### src/rtl/wb_port_arbiter.sv
// Shares one scoreboard write-back port between NR_REQ functional units.
// Each unit owns a one-deep holding slot; full slots are served round-robin.
module wb_port_arbiter #(
  parameter int NR_REQ        = 3,
  parameter int TRANS_ID_BITS = 3,
  parameter int DATA_W        = 64
) (
  input  logic                                   clk_i,
  input  logic                                   rst_i,
  input  logic                                   flush_i,
  input  logic [NR_REQ-1:0]                      req_valid_i,
  output logic [NR_REQ-1:0]                      req_ready_o,
  input  logic [NR_REQ-1:0][TRANS_ID_BITS-1:0]   req_trans_id_i,
  input  logic [NR_REQ-1:0][DATA_W-1:0]          req_data_i,
  input  logic [NR_REQ-1:0]                      req_ex_valid_i,
  output logic                                   wt_valid_o,
  output logic [TRANS_ID_BITS-1:0]               trans_id_o,
  output logic [DATA_W-1:0]                      wbdata_o,
  output logic                                   ex_valid_o,
  output logic [NR_REQ-1:0]                      grant_o
);

  localparam int RR_W = $clog2(NR_REQ);

  logic [NR_REQ-1:0]                    full_q, full_d;
  logic [NR_REQ-1:0][TRANS_ID_BITS-1:0] id_q;
  logic [NR_REQ-1:0][DATA_W-1:0]        data_q;
  logic [NR_REQ-1:0]                    ex_q;
  logic [RR_W-1:0]                      rr_q, rr_d;

  logic [RR_W-1:0]   grant_idx;
  logic [RR_W-1:0]   cand;
  logic              found;
  logic              grant_valid;
  logic [NR_REQ-1:0] capture;

  // Round-robin search over held results only; this cycle's inputs are never eligible.
  // NOTE: every variable written here gets a default first so no latch is inferred.
  always_comb begin
    found     = 1'b0;
    grant_idx = '0;
    cand      = '0;
    for (int k = 1; k <= NR_REQ; k++) begin
      cand = RR_W'((int'(rr_q) + k) % NR_REQ);
      if (!found && full_q[cand]) begin
        found     = 1'b1;
        grant_idx = cand;
      end
    end
  end

  assign grant_valid = found & ~flush_i;
  assign grant_o     = grant_valid ? (NR_REQ'(1) << grant_idx) : '0;
  assign wt_valid_o  = grant_valid;
  assign trans_id_o  = grant_valid ? id_q[grant_idx]   : '0;
  assign wbdata_o    = grant_valid ? data_q[grant_idx] : '0;
  assign ex_valid_o  = grant_valid ? ex_q[grant_idx]   : 1'b0;

  // A slot being drained this cycle may be refilled in the same cycle.
  assign req_ready_o = (~full_q | grant_o) & {NR_REQ{~flush_i & ~rst_i}};

  always_comb begin
    full_d  = full_q;
    rr_d    = rr_q;
    capture = '0;
    for (int i = 0; i < NR_REQ; i++) begin
      capture[i] = req_valid_i[i] & req_ready_o[i];
      if (flush_i)         full_d[i] = 1'b0;
      else if (capture[i]) full_d[i] = 1'b1;
      else if (grant_o[i]) full_d[i] = 1'b0;
    end
    if (grant_valid) rr_d = grant_idx;
  end

  // NOTE: sequential state uses non-blocking assignments only, so every register
  // samples the pre-edge values regardless of statement order.
  // NOTE: slot payload is reset too, so trans_id/data read back as zero after reset.
  always_ff @(posedge clk_i or posedge rst_i) begin
    if (rst_i) begin
      full_q <= '0;
      id_q   <= '0;
      data_q <= '0;
      ex_q   <= '0;
      rr_q   <= RR_W'(NR_REQ - 1);
    end else begin
      full_q <= full_d;
      rr_q   <= rr_d;
      for (int i = 0; i < NR_REQ; i++) begin
        if (capture[i]) begin
          id_q[i]   <= req_trans_id_i[i];
          data_q[i] <= req_data_i[i];
          ex_q[i]   <= req_ex_valid_i[i];
        end
      end
    end
  end

endmodule

### config.mk
export PLATFORM = sky130hd
export DESIGN_NAME = wb_port_arbiter
export DESIGN_NICKNAME = d
export VERILOG_FILES = /design/src/rtl/wb_port_arbiter.sv
export SDC_FILE = /design/constraint.sdc
export NUM_CORES = 1
export LEC_CHECK = 0
export CELL_PAD_IN_SITES_DETAIL_PLACEMENT = 1
export CELL_PAD_IN_SITES_GLOBAL_PLACEMENT = 1
export CORE_ASPECT_RATIO = 1.75
export CORE_MARGIN = 8
export CORE_UTILIZATION = 30
export CTS_BUF_LIST = sky130_fd_sc_hd__clkbuf_8 sky130_fd_sc_hd__clkbuf_16
export CTS_CLUSTER_DIAMETER = 40
export DETAILED_ROUTE_END_ITERATION = 7
export GPL_TIMING_DRIVEN = 0
export PLACE_DENSITY = 0.78
export SYNTH_ARGS = -nofsm -noshare
export SYNTH_HDL_FRONTEND = slang
export SYNTH_SLANG_ARGS = --single-unit
### constraint.sdc
create_clock -name clk_i -period 7.9 [get_ports clk_i]
set_input_delay 1.185 -clock clk_i [delete_from_list [all_inputs] [get_ports clk_i]]
set_output_delay 1.185 -clock clk_i [all_outputs]
set_load 0.05 [all_outputs]
---- After elaboration in Yosys (flattened, before gate mapping) ----
Cells that the tools add are included.
cells by class
  add/subtract/negate cells ............... 3
  divide/modulo/power cells ............... 3
  order comparisons ....................... 4
  shift-type cells ........................ 1
  multiplexer cells ....................... 31
  bitwise gates (word level) .............. 10
  reductions and logical operators ........ 7
operators with widths
  kind                                                         number
  binary-select mux 64 bit (select 2 bit)                      1
  2-to-1 mux 64 bit                                            2
  remainder unit 32 x 3 -> 32 bit (second input constant)      3
  2-to-1 mux 1 bit                                             17
  less-than comparator 2 x 3 -> 1 bit (second input constant)  4
  2-to-1 mux 3 bit                                             3
  nonzero test 3 bit                                           3
  binary-select mux 1 bit (select 2 bit)                       4
  adder 2 x 2 -> 3 bit (second input constant)                 2
  binary-select mux 3 bit (select 2 bit)                       1
  2-to-1 mux 2 bit                                             3
  bitwise AND 1 bit                                            5
  adder 2 x 1 -> 3 bit (second input constant)                 1
  bitwise AND 3 bit                                            1
  inverter 3 bit                                               1
  OR 3 bit                                                     1
  << shifter 1 x 2 -> 3 bit (first input constant)             1
  logical AND 1 bit                                            2
  logical NOT 1 bit                                            2
  inverter 1 bit                                               2
word-level totals
  bits in registers ....................... 209
  bits of input ports ..................... 210
  output and inout bits ................... 75
  word-level logic and storage cells ...... 72

---- Longest topological paths before layout ----
Gate-level depths: netlist of the first run.
  word-level depth ........................ 18
  mapped depth ............................ 11
  mapped depth without buffers ............ 9

---- Worst setup path before layout of the first run ----
OpenSTA, ideal clock, no wires.
  kind .................................... reg-to-output
  start ................................... reg rr_q[1]
  end ..................................... out wbdata_o[23]
  arrival ................................. 3.542 ns
  data required time ...................... 6.715 ns
  path slack .............................. 3.173 ns
  cell stages (with the launch flop) ...... 11
  path buffers ............................ 3
  path through ............................ dfstp_2 -> inv_1 -> ha_1 -> a22o_1 -> or3_1 -> a21boi_1 -> a31oi_1 -> clkbuf_1 -> clkbuf_1 -> buf_1 -> a311oi_1
between the ends
  cells in the longest elaborated chain, start to end .. 14
  elaborated cells on any way between the ends .. 26
  classes of those cells .................. add/sub: 3; div: 3; mux: 15; bitwise: 1; reduce/logical: 4
RTL lines
  what                                     line  RTL
  from (decl)                              29    logic [RR_W-1:0] rr_q, rr_d;
  from (signal assigned)                   84    rr_q <= RR_W'(NR_REQ - 1);
  from (signal assigned)                   87    rr_q <= rr_d;
  adder 2 x 1 -> 3 bit                     44    cand = RR_W'((int'(rr_q) + k) % NR_REQ);
  remainder unit 32 x 3 -> 32 bit          44
  binary-select mux 1 bit (select 2 bit)   45    if (!found && full_q[cand]) begin
  2-to-1 mux 1 bit (not written as such)   45
  2-to-1 mux 1 bit                         45
  logical NOT 1 bit                        45
  logical AND 1 bit                        45
  2-to-1 mux 1 bit                         45
  logical NOT 1 bit                        45
  logical AND 1 bit                        45
  2-to-1 mux 2 bit                         45
  binary-select mux 64 bit (select 2 bit)  56    assign wbdata_o = grant_valid ? data_q[grant_idx] : '0;
  2-to-1 mux 64 bit (not written as such)  56
  2-to-1 mux 64 bit *                      56
  to (decl)                                18    output logic [DATA_W-1:0] wbdata_o,
Mark *: on every way between the ends. The rest lies on a longest branch, timed or not. The select of a mux whose other input is x is not followed.

---- Final worst setup path of the first run ----
  start ................................... reg rr_q[1]
  end ..................................... out wbdata_o[48]
The elaborated chain is that of the path after synthesis.

==> flow_metrics.tcl, run 1 <==
set metrics [dict create \
    drt_iter0_drc 239 \
    grt_pass1_wl_mm 53.2 \
    timing.final.crit_share_pct 80.2 \
    worstPathMaxFanout 10 \
    wire_per_inst_um 22.5 \
    yosys-mux-area-fraction_pct 24.1 \
    antenna_left 0 \
    cts_buffers 27 \
    synth_adder_area_share_pct 0.522 \
    synthCells 809 \
    drc 0 \
    yosysSeqAreaShare_pct 54.5 \
    synth_edf_count 0 \
    dominantRegCellSynth "dfrtp_1" \
    cts.sinks 209 \
    setup_viol 0 \
    worst_pin_slew_ns 1.22 \
    rr_startpoint "rr_q[1]" \
    r2r_slack_ns 4.13 \
    grtUsageTotal_pct 18.2 \
    hold_slack_ns 0.486 \
    finClkSkew_ns 0.0135 \
    syn-cell-area_mm2 0.00959 \
    wirelength_mm 34.9 \
    peakVddDrop_v 0.000184 \
    core-area_mm2 0.0315 \
    hold_viol_final 0 \
    p_leak_nw 5.73 \
    initial_core_util_pct 30.4 \
    start_kind "flip-flop" \
    rsz0062_at_grt "false" \
    worstReg2RegEnd "data_q[162]" \
    place_inst 1490 \
    hold_depth 1 \
    cts-root-buf "clkbuf_16" \
    grt-ovfl-total 0 \
    die-area_mm2 0.0382 \
    die_x_um 151 \
    status "completed" \
    arrival_ns 5.15 \
    synthDominantCellAreaShare_pct 54.3 \
    worstSetupPathType "flip-flop to output port" \
    p_per_area_mw_per_mm2 342 \
    ys_warn_count 0 \
    grt_max_degree 112 \
    gr-usage-met3_pct 3.12 \
    dpl_cell_area_mm2 0.0130 \
    synth-xor-area-share_pct 0 \
    synth_top_family_by_area "multiplexers" \
    report.final.slew_viol_count 0 \
    synth-seq-cells 209 \
    gp_congestion 0.818 \
    dp_hpwl_mm 26.3 \
    whs_endpoint "data_q[4]" \
    synth_area_leader_cell "dfrtp_1" \
    relSlewSlack_pct 17.9 \
    fin_nets 1337 \
    synthArstFlopShare_pct 100 \
    holdBufCountCts 0 \
    grt_pass1_vias 9018 \
    grt_use_met1_pct 19.3 \
    top_usage_layer "met2" \
    rows 86 \
    fin_ws_ns 1.56 \
    fin_area_mm2 0.0139 \
    cts.htree.levels 1 \
    avgSynthCellArea_um2 11.9 \
    area_delta_synth_final_pct 44.9 \
    cts_setup_buffers 0 \
    cts-resized-gates 0 \
    fmax_ghz 0.158 \
    tritoncts "yes" \
    r2r_cells 11 \
    antenna_found_initial 14 \
    num_vias 7703 \
    syn_nets 1023 \
    drt-pass1-iter-count 4 \
    synth_compound_area_share_pct 8.14 \
    drv_cap 0 \
    pre_cts_ws_ns 1.96 \
    final_util_pct 44.1 \
    pin_count 285 \
    required_ns 6.71 \
    hold_path.class "flip-flop to flip-flop" \
    layout-drive-gt1-share_pct 10.9 \
    clk_pin_slew_ns 0.06 \
    place.port_buffers 284 \
    clk_latency_ns 0.54 \
    die_h_um 253 \
    yosys.area_share.simple_pct 9.40 \
    gr-usage-met2_pct 33.4 \
    cts_buffer_depth 3 \
    final.min_clock_period_ns 6.34 \
    synthTopCellsByArea "dfrtp_1 (54%), mux2_1 (18%), a311oi_1 (6.2%), mux2_2 (5.6%), nand2_1 (5.5%)" \
    synth.distinct_cells 44 \
    min_from "data_q[4]" \
    instances_no_fill 1553 \
    cp-end-kind "output port" \
    via_per_inst 4.96 \
]
[where the power goes]
part	total (mW)	switching, mW	leakage, nW	internal (mW)
sequential	1.52	0.158	2.48	1.37
clock	1.23	0.502	0.460	0.731
combinational	2.00	1.29	2.79	0.711
[layout by cell type, fill, tap and decap left out, types with 4 or more instances in the layout]
cell type / n
clkdlybuf4s50_1: 284
dfrtp_1: 208
mux2_1: 156
nand2_1: 141
nor2_1: 73
a311oi_1: 68
mux2_2: 48
clkbuf_1: 32
clkbuf_16: 27
buf_2: 17
inv_1: 15
diode_2: 14
buf_1: 4
ha_1: 4
clkinv_4: 4
clkinv_2: 4
[cell usage after synthesis, types with 2 or more instances]
cell type,instances
dfrtp_1,208
mux2_1,156
nand2_1,141
nor2_1,73
a311oi_1,68
mux2_2,48
clkbuf_1,32
buf_2,17
inv_1,11
buf_1,4
ha_1,4
a21boi_0,3
buf_4,3
buf_6,3
nand2b_1,3
o21ai_0,3
or3_1,3
a21boi_1,2
a21oi_1,2
[cell type report]
type,instances,area [µm²]
buffer,59,277
inverter,12,52.6
tap,396,495
timing repair buffer,285,2870
sequential,209,5230
fill,3434,17600
clock inverter,22,220
multi-input combinational,529,4040
antenna,14,35.0
clock buffer,27,676
[registers in the layout, summed over array words and instances, names as in the netlist]
signal / flops
rr_q: 2
full_q: 3
data_q: 192
id_q: 9
ex_q: 3
[logic make-up (layout without fill, tap and decap cells)]
group           count (synthesis)  count (layout)
buf+inv                        71             405
mux                           205             205
simple gates                  228             228
fa+ha+maj                       4               4
flops                         209             209
compound gates                 92              92
other cells                     0              14
[through the flow]
stage | setup TNS, ns | total power [mW]
after floorplan | 0 | 2.78
after global placement | -420.73 | 3.50
after detailed placement | 0 | 3.56
after CTS | 0 | 4.82
after global routing | 0 | 4.99
final | 0 | 4.76
[worst max path at each step]
stage	endpoint	from	depth (start not counted)	slack [ns]
floorplan	data_q[0]	rst_i	1	1.01
global placement	data_q[131]	rst_i	2	-2.04
detailed placement	wbdata_o[48]	rr_q[1]	10	1.96
CTS	wbdata_o[48]	rr_q[1]	10	1.38
global route	wbdata_o[48]	rr_q[1]	10	1.29
finish	wbdata_o[48]	rr_q[1]	10	1.56
[worst max-delay path: stages, from the launching register on]
cell and delay [ns]:
dfstp_2 0.54, inv_1 0.07, ha_1 0.24, nand2b_1 0.20
nor4b_1 0.17, nor3_1 0.93, clkbuf_1 0.56, clkbuf_1 0.45
nand2_1 0.13, a311oi_1 0.44, clkdlybuf4s50_1 0.89
[metal layers]
layer  routed length [µm]  share of wire (%)
met1                12500                 36
met2                19500                 56
met3                 1620                4.6
met4                 1290                3.7
met5                   13              0.037
(Power assumes the default switching activity.)
==> inputs of run 2 (changes only) <==
==> constraint.sdc (replaced) <==
create_clock -name clk_i -period 6.2 [get_ports clk_i]
set_input_delay 0.93 -clock clk_i [delete_from_list [all_inputs] [get_ports clk_i]]
set_output_delay 0.93 -clock clk_i [all_outputs]
set_load 0.05 [all_outputs]
==> run 2 against run 1 <==
  * Total power increased by 29%
  * Sequential power increased by 28%
  * Count of clock-buffer cells in the layout increased by 10
  * Critical path depth increased by 1
  * Largest cell class unchanged
  * Wire length increased by 1.2%
  * Global-route usage increased by 0.18 points
==> flow_metrics.tcl, run 2 (synthesis gave the netlist of run 1 again) <==
set metrics [dict create \
    status "completed" \
    grt_pass1_vias 9160 \
    regMostFlops "data_q" \
    required_ns 5.27 \
    wire_per_inst_um 22.7 \
    timing.final.crit_share_pct 94.8 \
    power_mw 6.15 \
    r2r_slack_ns 2.74 \
    combPwrFrac_pct 41.7 \
    place.port_buffers 284 \
    cts-root-buf "clkbuf_16" \
    clk_pin_slew_ns 0.06 \
    finClkSkew_ns 0.0158 \
    min_from "data_q[17]" \
    rows 86 \
    wirelength_mm 35.3 \
    layout-drive-gt1-share_pct 11.7 \
    die-area_mm2 0.0382 \
    fmax_ghz 0.170 \
    area_delta_synth_final_pct 46.5 \
    antenna_found_initial 13 \
    pin_count 285 \
    final_common_cell "clkdlybuf4s50_1" \
    clk_latency_ns 0.54 \
    antenna_left 0 \
    worst_pin_slew_ns 0.896 \
    p_leak_nw 5.80 \
    final_util_pct 44.6 \
    hold_path.class "flip-flop to flip-flop" \
    cts_buffer_depth 3 \
    final_cell_mix "clkdlybuf4s50_1 (284), dfrtp_1 (208), mux2_1 (156), nand2_1 (141), nor2_1 (73)" \
    grt_pass1_wl_mm 53.7 \
    peakVddDrop_v 0.000272 \
    drt_iter0_drc 198 \
    grt_max_degree 43 \
    arrival_ns 4.95 \
    intPower_mw 3.65 \
    worstPathMaxFanout 10 \
    holdBufCountCts 0 \
    p_sw_share_pct 40.7 \
    start_kind "flip-flop" \
    cts.htree.levels 1 \
    dp_hpwl_mm 26.7 \
    largest_register_ffs 192 \
    switchingPower_mw 2.50 \
    rsz0062_at_grt "false" \
    setup_viol 0 \
    cts_setup_buffers 0 \
    clockPowerShare_pct 26.7 \
    die_h_um 253 \
    setup_tns_ns 0 \
    cts-resized-gates 0 \
    hold_viol_final 0 \
    p_per_area_mw_per_mm2 438 \
    report.final.slew_viol_count 0 \
    fin_nets 1343 \
    r2r_cells 11 \
    reg.largest.list "data_q (192), id_q (9)" \
    num_vias 7779 \
    place_inst 1494 \
    cts.sinks 209 \
    gp_congestion 0.860 \
    tritoncts "yes" \
    grtUsageTotal_pct 18.4 \
    p_seq_share_pct 31.6 \
    initial_core_util_pct 30.4 \
    instances_no_fill 1560 \
    die_x_um 151 \
    grt-ovfl-total 0 \
    drv_cap 0 \
    hold_depth 1 \
    cts_buffers 29 \
    drc 0 \
    whs_endpoint "data_q[17]" \
    final.min_clock_period_ns 5.88 \
    core-area_mm2 0.0315 \
    worstSetupPathType "flip-flop to output port" \
    via_per_inst 4.99 \
    relSlewSlack_pct 39.8 \
    rr_startpoint "rr_q[1]" \
    cp-end-kind "output port" \
    drt-pass1-iter-count 4 \
    worstReg2RegEnd "data_q[163]" \
]
run 2: cell types whose count changed in the layout (fill, tap and decap cells not counted), moves of 2 or more:
| cell | previous run | this run |
|---|---|---|
| clkbuf_16 | 27 | 29 |
| clkinv_2 | 4 | 2 |
| inv_8 | 3 | 1 |
| clkbuf_8 | 0 | 8 |
| clkinvlp_4 | 1 | 3 |
| buf_12 | 0 | 4 |
| bufinv_16 | 3 | 1 |
run 2: layout make-up:
class | count | area [µm²]
diodes | 13 | 32.5
plain buffers | 59 | 277
clock buffers | 37 | 836
clock inverters | 16 | 134
fillers | 3394 | 17500
inverters | 12 | 48.8
multi-input cells | 529 | 4050
flip-flops and latches | 209 | 5230
well taps | 396 | 495
repair buffers | 289 | 2950
run 2: per-layer routing:
layer	vias up	wire length (µm)	GRT usage, %
met5	-	0	0
met4	0	2140	12.7
met3	95	1430	2.62
met2	237	19200	33.3
met1	3926	12500	19.1
li1	3521	-	-
run 2: critical path, stage by stage (launching register included):
cell	delay [ns]
dfstp_2	0.55
inv_1	0.07
ha_1	0.25
a22o_1	0.27
or3_1	0.40
a21boi_1	0.23
a31oi_1	0.11
clkbuf_1	0.34
clkbuf_1	0.48
buf_1	0.38
a311oi_1	0.44
clkdlybuf4s50_1	0.89
run 2: stage by stage:
step / worst slack, ns / cell area, µm² / hold WS [ns]
global placement: 0.521 / 12900 / 0.468
CTS: 0.185 / 14000 / 0.489
finish: 0.322 / 14000 / 0.486
global route: 0.0602 / 14000 / 0.496
detailed placement: 0.772 / 13000 / 0.475
floorplan: 1.73 / 9600 / 0.458
run 2: power groups by stage:
stage / combinational, mW / clock, mW / sequential (mW)
2_1_floorplan: 1.65 / 0 / 1.89
3_3_place_gp: 2.53 / 0 / 1.93
3_5_place_dp: 2.59 / 0 / 1.96
4_1_cts: 2.61 / 1.69 / 1.94
5_1_grt: 2.73 / 1.74 / 1.99
6_report: 2.57 / 1.64 / 1.94
run 2: worst max path at each step:
stage / from / slack (ns) / to / depth (start not counted)
2_1_floorplan: rr_q[1] / 1.73 / wbdata_o[23] / 10
3_3_place_gp: rr_q[1] / 0.52 / wbdata_o[56] / 10
3_5_place_dp: rr_q[1] / 0.77 / wbdata_o[40] / 11
4_1_cts: rr_q[1] / 0.18 / wbdata_o[40] / 11
5_1_grt: rr_q[1] / 0.06 / wbdata_o[19] / 11
6_report: rr_q[1] / 0.32 / wbdata_o[40] / 11
